--- config.mk ---
export PLATFORM = sky130hd
export DESIGN_NAME = hash_loop_ctrl
export DESIGN_NICKNAME = d
export VERILOG_FILES = /design/src/rtl/hash_loop_ctrl.sv
export SDC_FILE = /design/constraint.sdc
export NUM_CORES = 1
export LEC_CHECK = 0
export BUFFER_PORTS_ARGS = -buffer_cell sky130_fd_sc_hd__buf_2
export CORE_AREA = 10 10 93 95
export CTS_BUF_LIST = sky130_fd_sc_hd__clkbuf_8
export CTS_CLUSTER_DIAMETER = 30
export DETAILED_ROUTE_END_ITERATION = 16
export DIE_AREA = 0 0 103 105
export PLACE_DENSITY = 0.81
export SYNTH_ARGS = -nofsm -noshare
export SYNTH_HDL_FRONTEND = slang
export SYNTH_SLANG_ARGS = --single-unit
--- constraint.sdc ---
create_clock -name clk -period 4.35 [get_ports clk]
set_input_delay 0 -clock clk [delete_from_list [all_inputs] [get_ports clk]]
set_output_delay 0 -clock clk [all_outputs]
set_load 0.05 [all_outputs]
--- src/rtl/hash_loop_ctrl.sv ---
// Loop sequencer for the iterated hash round engine: checks a job's loop count
// against a programmable limit and issues one round_go per iteration.
// Optional per-round watchdog: define HASH_LOOP_WDOG_EN.
//
// Handshake: round_go is a one-cycle pulse that launches exactly one round;
// the datapath answers with a one-cycle round_ready pulse. Only one round is
// outstanding at any time, and round_ready is honoured only in WAIT and DRAIN.
module hash_loop_ctrl #(
    parameter int              CNT_W     = 16,
    parameter logic [CNT_W-1:0] LIMIT_RST = 16'd5000,
    parameter int              WDOG_CYC  = 64
) (
    input  logic             clk,
    input  logic             reset,
    input  logic             limit_we,
    input  logic [CNT_W-1:0] limit_din,
    input  logic             start,
    input  logic [CNT_W-1:0] loop_target,
    input  logic             stop,
    output logic             round_go,
    input  logic             round_ready,
    output logic [CNT_W-1:0] current_loop,
    output logic             busy,
    output logic             done,
    output logic             fail,
    output logic [2:0]       state_dbg
);

    typedef enum logic [2:0] {
        S_IDLE  = 3'd0,
        S_CHECK = 3'd1,
        S_ISSUE = 3'd2,
        S_WAIT  = 3'd3,
        S_DRAIN = 3'd4,
        S_DONE  = 3'd5
    } state_t;

    state_t           state;
    logic [CNT_W-1:0] limit;
    logic [CNT_W-1:0] target;
    logic [CNT_W-1:0] loop_next;
    logic             wdog_fire;

    assign loop_next = current_loop + CNT_W'(1);
    assign state_dbg = state;

`ifdef HASH_LOOP_WDOG_EN
    localparam int               WD_W    = $clog2(WDOG_CYC + 1);
    localparam logic [WD_W-1:0]  WD_LAST = WD_W'(WDOG_CYC - 1);

    logic [WD_W-1:0] wdog_cnt;

    // Counts cycles spent waiting for the current round; zero again whenever
    // the FSM passes through ISSUE, i.e. on every round_go.
    always_ff @(posedge clk or negedge reset) begin
        if (!reset) begin
            wdog_cnt <= '0;
        end else if (state == S_WAIT || state == S_DRAIN) begin
            wdog_cnt <= wdog_cnt + WD_W'(1);
        end else begin
            wdog_cnt <= '0;
        end
    end

    assign wdog_fire = (state == S_WAIT || state == S_DRAIN) && (wdog_cnt == WD_LAST);
`else
    assign wdog_fire = 1'b0;
`endif

    // The limit only moves between jobs so a running job sees a stable policy.
    always_ff @(posedge clk or negedge reset) begin
        if (!reset) begin
            limit <= LIMIT_RST;
        end else if (state == S_IDLE && limit_we) begin
            limit <= limit_din;
        end
    end

    always_ff @(posedge clk or negedge reset) begin
        if (!reset) begin
            state        <= S_IDLE;
            target       <= '0;
            current_loop <= '0;
            round_go     <= 1'b0;
            busy         <= 1'b0;
            done         <= 1'b0;
            fail         <= 1'b0;
        end else begin
            round_go <= 1'b0;
            done     <= 1'b0;
            case (state)
                S_IDLE: begin
                    busy <= 1'b0;
                    if (start) begin
                        target       <= loop_target;
                        current_loop <= '0;
                        fail         <= 1'b0;
                        busy         <= 1'b1;
                        state        <= S_CHECK;
                    end
                end

                S_CHECK: begin
                    if (target > limit) begin
                        fail  <= 1'b1;
                        busy  <= 1'b0;
                        state <= S_IDLE;
                    end else if (target == '0) begin
                        done  <= 1'b1;
                        state <= S_DONE;
                    end else begin
                        state <= S_ISSUE;
                    end
                end

                // round_go is launched on leaving ISSUE so a stop seen here
                // can still suppress it.
                S_ISSUE: begin
                    if (stop) begin
                        fail  <= 1'b1;
                        busy  <= 1'b0;
                        state <= S_IDLE;
                    end else begin
                        round_go <= 1'b1;
                        state    <= S_WAIT;
                    end
                end

                S_WAIT: begin
                    if (round_ready) begin
                        current_loop <= loop_next;
                        if (stop) begin
                            fail  <= 1'b1;
                            busy  <= 1'b0;
                            state <= S_IDLE;
                        end else if (loop_next == target) begin
                            done  <= 1'b1;
                            state <= S_DONE;
                        end else begin
                            state <= S_ISSUE;
                        end
                    end else if (wdog_fire) begin
                        fail  <= 1'b1;
                        busy  <= 1'b0;
                        state <= S_IDLE;
                    end else if (stop) begin
                        state <= S_DRAIN;
                    end
                end

                // A round is still in flight; let it land before failing.
                S_DRAIN: begin
                    if (round_ready) begin
                        current_loop <= loop_next;
                        fail         <= 1'b1;
                        busy         <= 1'b0;
                        state        <= S_IDLE;
                    end else if (wdog_fire) begin
                        fail  <= 1'b1;
                        busy  <= 1'b0;
                        state <= S_IDLE;
                    end
                end

                S_DONE: begin
                    busy  <= 1'b0;
                    state <= S_IDLE;
                end

                default: begin
                    busy  <= 1'b0;
                    state <= S_IDLE;
                end
            endcase
        end
    end

endmodule

==> summary.md, run 1 <==
| Metric | Value |
|---|---|
| Reg2reg end | `state_dbg[0]` |
| Compound-Gate Fraction of Synth Area | `0.144` |
| Setup crit start | `current_loop[0]` |
| Combinational share of power | `0.470` |
| Lkg Pwr | `1.95 nW` |
| Outcome | `finished clean` |
| Simple-Gate Fraction of Synth Area | `0.258` |
| PD cells | `541 mW/mm^2` |
| Worst R2R Path Depth | `8` |
| Peak VDD IR | `0.237 mV` |
| Synthesis-stage register bit count | `55` |
| CTS tree | `yes` |
| Sequential cell fraction of total power | `0.403` |
| Sw Ratio | `0.447` |
| Number of post-CTS setup repair buffers | `0` |
| Layout cell share with drive strength beyond 1 | `0.184` |
| Synth Cell Area | `0.00331 sq mm` |
| DRC errors left | `0` |
| Post-Syn Nets | `440` |
| Via/cell ratio | `5.65` |
| Synth async-reset ratio | `1.00` |
| Largest family of logic cells by synthesized area | `simple AND/OR/NAND/NOR gates` |
| Core Area | `0.00676 sq mm` |
| Worst r2r src | `current_loop[0]` |
| # Max-Cap Violations | `0` |
| Placed cell areas | `0.00367 sq mm` |
| Top_reg_cell synth | `dfrtp_1` |
| Ranking of synthesized cells by area | `dfrtp_1, nand2_1, ha_1` |
| Gpl congestion | `0.886` |
| Arr. time, crit path | `2.85 ns` |
| Hold Path Stages | `3` |
| Worst hold slack | `0.0415 ns` |
| Psw | `0.991 mW` |
| Post-synth EDFFs | `0` |
| PortBufs | `60` |
| DP HPWL | `about 6700 microns` |
| GRT Resource Usage Total | `0.168` |
| Slew @ Worst Pin | `0.751 ns` |
| Initial DRC Count | `roughly 170` |
| Vias in the first global route | `3151` |
| Maximum buffer depth of the clock tree | `2` |
| Avg Cell Area, Syn | `between 8 and 9 sq um` |
| Setup TNS | `0 ns` |
| Design area | `about 0.004 sq mm` |
| Grt total ovfl | `0` |
| Final setup vio count | `0` |
| CTS sink count | `55` |
| Syn Inst Count | `385` |
| Layout area overhead | `23.5%` |
| First-pass GRT wire length | `15000 microns` |
| Synth warn | `0` |
| DR WL/cell | `15.9 microns` |
| Die Wd | `103 microns` |
| Post-synth top area share | `0.378` |
| Synth cell types | `52` |
| Final Cycle Share | `0.600` |
| Cell Rows | `30` |
| Post-cts sizing count | `0` |
| Unrepaired setup endpoints after global routing | `false` |
| Post-synth top area cell | `dfrtp_1` |
| Final Skew | `0.0102 ns` |
| Post-Synth Adder-Cell Area | `0.0642` |
| Worst EP required | `4.59 ns` |
| Clock latency on the worst-skew pair | `0.31 ns` |
| Via count | `between 3000 and 4000` |
| # H-tree levels | `2` |
| Worst path slowest cell | `dfrtp_1` |
| CP peak stage delay | `just under 0.5 ns` |
| Mux share of post-synthesis cell area | `0.00982` |
| Antenna cells | `0` |
| Max-slew headroom at the worst pin | `0.498` |
| Nets | `527` |
| Final Hold Viols | `0` |
| CTS buffer count | `5` |
| Post-layout minimum cycle time | `2.61 ns` |
| Endpoint class of the critical path | `register` |
| # IOs | `61` |
| Slew Limit Fails | `0` |
| Startpoint Class | `register` |
| Final ANT Viol Nets | `0` |
| Sequential-to-total area share from yosys stat | `0.417` |
| Worst min path class | `in -> reg` |
| Flop2flop setup slack | `between 1.5 and 2 ns` |
| Full die area | `0.0108 sq mm` |
| Peak Freq | `around 380 MHz` |
| First-pass DRT Iterations | `5` |
| CP Class | `reg -> reg` |
| Xor and xnor area share after synthesis | `0.0608` |
| Largest net degree at the start of global routing | `56` |
| Max Fanout on Critical Path | `7` |
| Worst-path clk slew | `0.10 ns` |
| Worst Setup EP | `state_dbg[0]` |
| Clk root buf | `clkbuf_8` |
| Chip Height | `between 100 and 150 microns` |
| Critical Path, Cell by Cell | `ha_1 > nand2_1 > nor4_1 > xnor2_1 > o21ai_0 > nor3_1 > a41oi_2 > a211oi_2` |
| Initial Util | `0.490` |
| Initial antenna violation count | `0` |
| Clock share of power | `0.127` |
| P_int | `1.23 mW` |
| Final wirelength | `8800 microns` |
[worst min-delay path by stage]
stage	from	end
final	stop	state_dbg[2]
after floorplan	reset	busy
after global routing	stop	state_dbg[0]
after detailed placement	reset	current_loop[10]
after global placement	reset	current_loop[10]
after CTS	stop	state_dbg[2]
[final cells by class]
type                            instances  area (sq um)
Inverter                               22          82.6
Timing Repair Buffer                   97           663
Tap cell                               80           100
Clock buffer                            5          68.8
Fill cell                             583          2660
Clock inverter                          3          16.3
Sequential cell                        55          1380
Multi-Input combinational cell        291          1780
[cells by family after synthesis]
group	Yosys count
mux	3
compound gates	78
xor+xnor	23
fa+ha+maj	17
simple gates	170
flops	55
buf+inv	39
[Yosys cell counts, types with 2 or more instances]
master / instances
a21o_1: 2
xnor2_1: 15
nor4_1: 7
nor2_1: 18
a211oi_1: 2
mux2_2: 2
nand4_1: 10
xor2_1: 8
nor2b_1: 5
and3_1: 3
a22o_1: 3
o31ai_1: 5
buf_2: 4
and2_1: 3
dfstp_2: 5
o211ai_1: 4
or3_1: 2
dfrtp_1: 50
nor3_1: 6
nor4_4: 2
o21ai_0: 40
nor4b_1: 2
inv_1: 22
nand2_1: 84
clkbuf_1: 12
ha_1: 17
a21oi_1: 10
nor4_2: 2
nand3_1: 17
[per-stage QoR]
| stage | power, mW | cells | utilization | setup WS (ns) |
|---|---|---|---|---|
| floorplan | 1.63 | 385 | - | 1.76 |
| CTS | 2.22 | 553 | 0.606 | 1.80 |
| global placement | 1.86 | 511 | 0.543 | 1.91 |
| detailed placement | 1.92 | 511 | 0.543 | 1.83 |
| global route | 2.40 | 553 | 0.606 | 1.50 |
| finish | 2.22 | 553 | 0.606 | 1.74 |
[critical path: cells and delay by family, from the launching register on]
kind,cells,cell delay [ns]
AO/OA/AOI/OAI,3,0.56
XOR/XNOR,1,0.18
adder cells (fa/ha/maj),1,0.35
flip-flops,1,0.49
AND/OR/NAND/NOR,3,0.95
[registers in the layout (all words and copies together) (netlist names)]
signal	count
state_dbg	3
limit	16
current_loop	16
target	16
busy	1
done	1
fail	1
round_go	1
[cell usage in the layout (no fill, tap or decap), types with 3 or more instances in the layout]
| cell type | netlist | layout |
|---|---|---|
| nor3_1 | 6 | 6 |
| nor4_1 | 7 | 7 |
| a21oi_1 | 10 | 10 |
| buf_4 | 0 | 3 |
| and2_1 | 3 | 3 |
| o211ai_1 | 4 | 4 |
| clkbuf_8 | 0 | 5 |
| inv_1 | 22 | 23 |
| ha_1 | 17 | 17 |
| nor2_1 | 18 | 18 |
| nand2_1 | 84 | 84 |
| dlygate4sd3_1 | 0 | 34 |
| and3_1 | 3 | 3 |
| dfstp_2 | 5 | 5 |
| nand4_1 | 10 | 10 |
| o31ai_1 | 5 | 5 |
| xor2_1 | 8 | 8 |
| o21ai_0 | 40 | 40 |
| a22o_1 | 3 | 3 |
| dfrtp_1 | 50 | 50 |
| nor2b_1 | 5 | 5 |
| nand3_1 | 17 | 17 |
| xnor2_1 | 15 | 15 |
| buf_2 | 4 | 60 |
[power groups by stage]
stage | logic [mW] | registers, mW | clock network, mW
finish | 1.04 | 0.894 | 0.281
global route | 1.18 | 0.923 | 0.301
floorplan | 0.706 | 0.924 | 0
CTS | 1.05 | 0.891 | 0.287
detailed placement | 1.01 | 0.901 | 0
global placement | 0.965 | 0.891 | 0
[timing repair]
item	4_1_cts	5_1_grt
hold buffers	34	0
endpoints found under the hold margin	83	0
setup endpoints to repair	0	0
[metal layers]
layer / share of wire / GRT usage / up-vias
met2: 0.50 / 0.284 / 110
met1: 0.40 / 0.202 / 1478
met4: 0.023 / 0.0567 / 0
met3: 0.075 / 0.0375 / 20
met5: 0 / 0 / -
li1: - / - / 1514
(Power assumes the default switching activity.)
==> run 2, diff against run 1 <==
--- a/config.mk
+++ b/config.mk
@@ -5,12 +5,13 @@
 export SDC_FILE = /design/constraint.sdc
 export NUM_CORES = 1
 export LEC_CHECK = 0
+export ABC_AREA = 1
 export BUFFER_PORTS_ARGS = -buffer_cell sky130_fd_sc_hd__buf_2
-export CORE_AREA = 10 10 93 95
+export CORE_AREA = 10 10 95 97
 export CTS_BUF_LIST = sky130_fd_sc_hd__clkbuf_8
 export CTS_CLUSTER_DIAMETER = 30
 export DETAILED_ROUTE_END_ITERATION = 16
-export DIE_AREA = 0 0 103 105
+export DIE_AREA = 0 0 105 107
 export PLACE_DENSITY = 0.81
 export SYNTH_ARGS = -nofsm -noshare
 export SYNTH_HDL_FRONTEND = slang
==> constraint.sdc (replaced) <==
create_clock -name clk -period 2.6 [get_ports clk]
set_input_delay 0 -clock clk [delete_from_list [all_inputs] [get_ports clk]]
set_output_delay 0 -clock clk [all_outputs]
set_load 0.05 [all_outputs]
==> run 2 against run 1 <==
Net effect: hold slack got worse by 0.0090 ns; count of clock-buffer cells in the layout increased by 1; core utilization increased by 0.10 points; clock skew up 0.0019 ns; synthesized cell count grew 24%; register-to-register slack worse by 1.2 ns; flip-flop and latch count stayed put; critical path depth increased by 5; largest cell class unchanged; largest power group unchanged.
==> summary.md, run 2 <==
| Metric | Value |
|---|---|
| # Max-Cap Violations | `0` |
| Post-cts sizing count | `0` |
| Worst path top cell family by delay | `simple AND/OR/NAND/NOR gates` |
| Final Cycle Share | `0.808` |
| Post-Syn Nets | `534` |
| Post-synth top area cell | `dfrtp_1` |
| Worst r2r src | `current_loop[0]` |
| Chip Height | `107 microns` |
| First-pass GRT wire length | `16600 microns` |
| Setup TNS | `0 ns` |
| Syn Inst Count | `between 400 and 500` |
| CTS sink count | `55` |
| Lkg Pwr | `roughly 2.2 nW` |
| Initial DRC Count | `252` |
| Most frequent cell after synthesis | `nand2_1` |
| Vias in the first global route | `approximately 3600` |
| Worst-path clk slew | `between 0.1 and 0.15 ns` |
| Unrepaired setup endpoints after global routing | `false` |
| Worst EP required | `roughly 2.9 ns` |
| Maximum buffer depth of the clock tree | `2` |
| Most frequent cells in the layout | `nand2_1, inv_1, nor2_1` |
| DRC errors left | `0` |
| Via count | `3595` |
| Placed cells | `633` |
| Core Area | `0.00714 sq mm` |
| CTS tree | `yes` |
| Synth top cells by count | `nand2_1, inv_1, nor2_1` |
| Avg Cell Area, Syn | `just over 7 sq um` |
| Ranking of synthesized cells by area | `dfrtp_1, nand2_1, nand3_1` |
| Multi-input gate area | `~0.0018 sq mm` |
| Cell Rows | `31` |
| PortBufs | `60` |
| Full die area | `0.0112 sq mm` |
| Via/cell ratio | `5.33` |
| FILL cells | `678` |
| CP dominant cell by count | `nand2_1` |
| Synth warn | `0` |
| Synth async-reset ratio | `1.00` |
| Layout cell share with drive strength beyond 1 | `0.165` |
| Post-route insts no fill | `between 600 and 700` |
| Largest registers | `current_loop: 16 flops, limit: 16 flops, target: 16 flops` |
| Synth cell types | `30` |
| Arr. time, crit path | `2.37 ns` |
| Post-synth top area share | `0.362` |
| Startpoint Class | `register` |
| Commonest non-fill, non-tap cell in the layout | `nand2_1` |
| Layout area overhead | `25.1%` |
| Worst hold slack | `0.0324 ns` |
| Sequential cell area | `0.00138 sq mm` |
| Slew Limit Fails | `0` |
| CP peak stage delay | `around 0.5 ns` |
| Final Hold Viols | `0` |
| Final wirelength | `9590 microns` |
| Final ANT Viol Nets | `0` |
| Outcome | `finished clean` |
| Critical Path, Cell by Cell | `ha_1 > nand2_1 > nor2_4 > nand4_1 > nand2_1 > nand2_1 > nand2_1 > nand2_1 > nor2_1 > nand4_1 > nand2_1 > nand2_1 > nand2_1` |
| Initial Util | `0.485` |
| Post-layout minimum cycle time | `2.10 ns` |
| Worst min path class | `in -> reg` |
| Final core occ | `0.607` |
| Max Fanout on Critical Path | `8` |
| Clock latency on the worst-skew pair | `0.32 ns` |
| Hold path endpoint | `round_go` |
| Max-slew headroom at the worst pin | `0.528` |
| Antenna cells | `0` |
| Synthesis-stage register bit count | `55` |
| Peak Freq | `476 MHz` |
| Worst path slowest cell | `dfrtp_1` |
| Grt total ovfl | `0` |
| Sequential-to-total area share from yosys stat | `0.399` |
| Worst Path Buf+Inv | `0` |
| GRT Resource Usage Total | `0.176` |
| First-pass DRT Iterations | `5` |
| Peak VDD IR | `0.399 mV` |
| Initial antenna violation count | `0` |
| Hold Path Stages | `4` |
| DR WL/cell | `14.2 microns` |
| Final setup vio count | `0` |
| Nets | `629` |
| Reg2reg end | `state_dbg[2]` |
| Worst R2R Path Depth | `13` |
| Synth Cell Area | `0.00346 sq mm` |
| Placed cell areas | `0.00388 sq mm` |
| CP Class | `reg -> reg` |
| CTS buffer count | `5` |
| Hold buffers post-CTS | `33` |
| Hold_sp | `stop` |
| Slew @ Worst Pin | `0.707 ns` |
| Largest net degree at the start of global routing | `56` |
| # IOs | `61` |
| Die Wd | `105 microns` |
| Top_reg_cell synth | `dfrtp_1` |
| Endpoint class of the critical path | `register` |
| Gpl congestion | `1.02` |
| Flop2flop setup slack | `between 0.4 and 0.5 ns` |
| Number of post-CTS setup repair buffers | `0` |
| Clk root buf | `clkbuf_8` |
| # H-tree levels | `2` |
| PD cells | `904 mW/mm^2` |
| Post-synth EDFFs | `0` |
| Design area | `0.00433 sq mm` |
| Final Skew | `0.0121 ns` |
| DP HPWL | `7330 microns` |
run 2: cell types whose count changed after synthesis, sizes merged, moves of 7 or more:
| cell | before | now |
|---|---|---|
| o21ai | 41 | 12 |
| nor4 | 11 | 1 |
| nor2 | 19 | 69 |
| a21oi | 10 | 41 |
| inv | 22 | 65 |
| o22ai | 1 | 11 |
| nand2 | 84 | 118 |
| xor2 | 8 | 1 |
| xnor2 | 15 | 1 |
| nand3 | 18 | 50 |
run 2: worst min-delay path, stage by stage:
cell	delay [ns]
buf_2	0.09
nor2_1	0.04
inv_1	0.10
nor2_1	0.09
run 2: final cells by class:
class                   instances  area share
clock inverters                 2     0.00896
flip-flops and latches         55       0.319
clock buffers                   6      0.0191
inverters                      65      0.0563
well taps                      99      0.0286
multi-input cells             350       0.415
repair buffers                 97       0.153
run 2: routing by layer:
metal	vias to the layer above	track usage	wire length, microns
met2	161	0.299	4540
met3	37	0.0311	687
met4	0	0.0833	343
met1	1638	0.211	4020
met5	-	0	0
li1	1759	-	-
run 2: how the worst max path moves through the flow:
stage / start / to / slack, ns / cells after the start
final: current_loop[0] / state_dbg[2] / 0.50 / 13
after global routing: current_loop[0] / state_dbg[1] / 0.19 / 14
after detailed placement: current_loop[0] / state_dbg[1] / 0.55 / 14
after global placement: current_loop[0] / state_dbg[1] / 0.64 / 14
after floorplan: current_loop[0] / state_dbg[1] / 0.38 / 14
after CTS: current_loop[0] / state_dbg[2] / 0.53 / 15
run 2: cells by family (layout without fill, tap and decap cells):
family | count (synthesis) | after routing | synth area share
muxes | 2 | 2 | 0.00651
xor gates and xnor gates | 3 | 3 | 0.0116
DFF | 55 | 55 | 0.399
AOI/OAI and AO/OA | 67 | 67 | 0.103
and+or+nand+nor | 261 | 261 | 0.337
buffers and inverters | 74 | 170 | 0.0810
adders and majority gates | 17 | 17 | 0.0615
run 2: power breakdown:
group / internal (mW) / total, mW / switching, mW
Combinational: 0.673 / 1.91 / 1.24
Sequential: 1.16 / 1.38 / 0.227
Clock: 0.317 / 0.619 / 0.302
Total: 2.15 / 3.92 / 1.77
run 2: metrics by stage:
step / power, mW / setup slack (ns)
global route: 4.26 / 0.194
global placement: 3.15 / 0.635
CTS: 3.91 / 0.526
floorplan: 2.73 / 0.378
detailed placement: 3.25 / 0.553
finish: 3.92 / 0.498
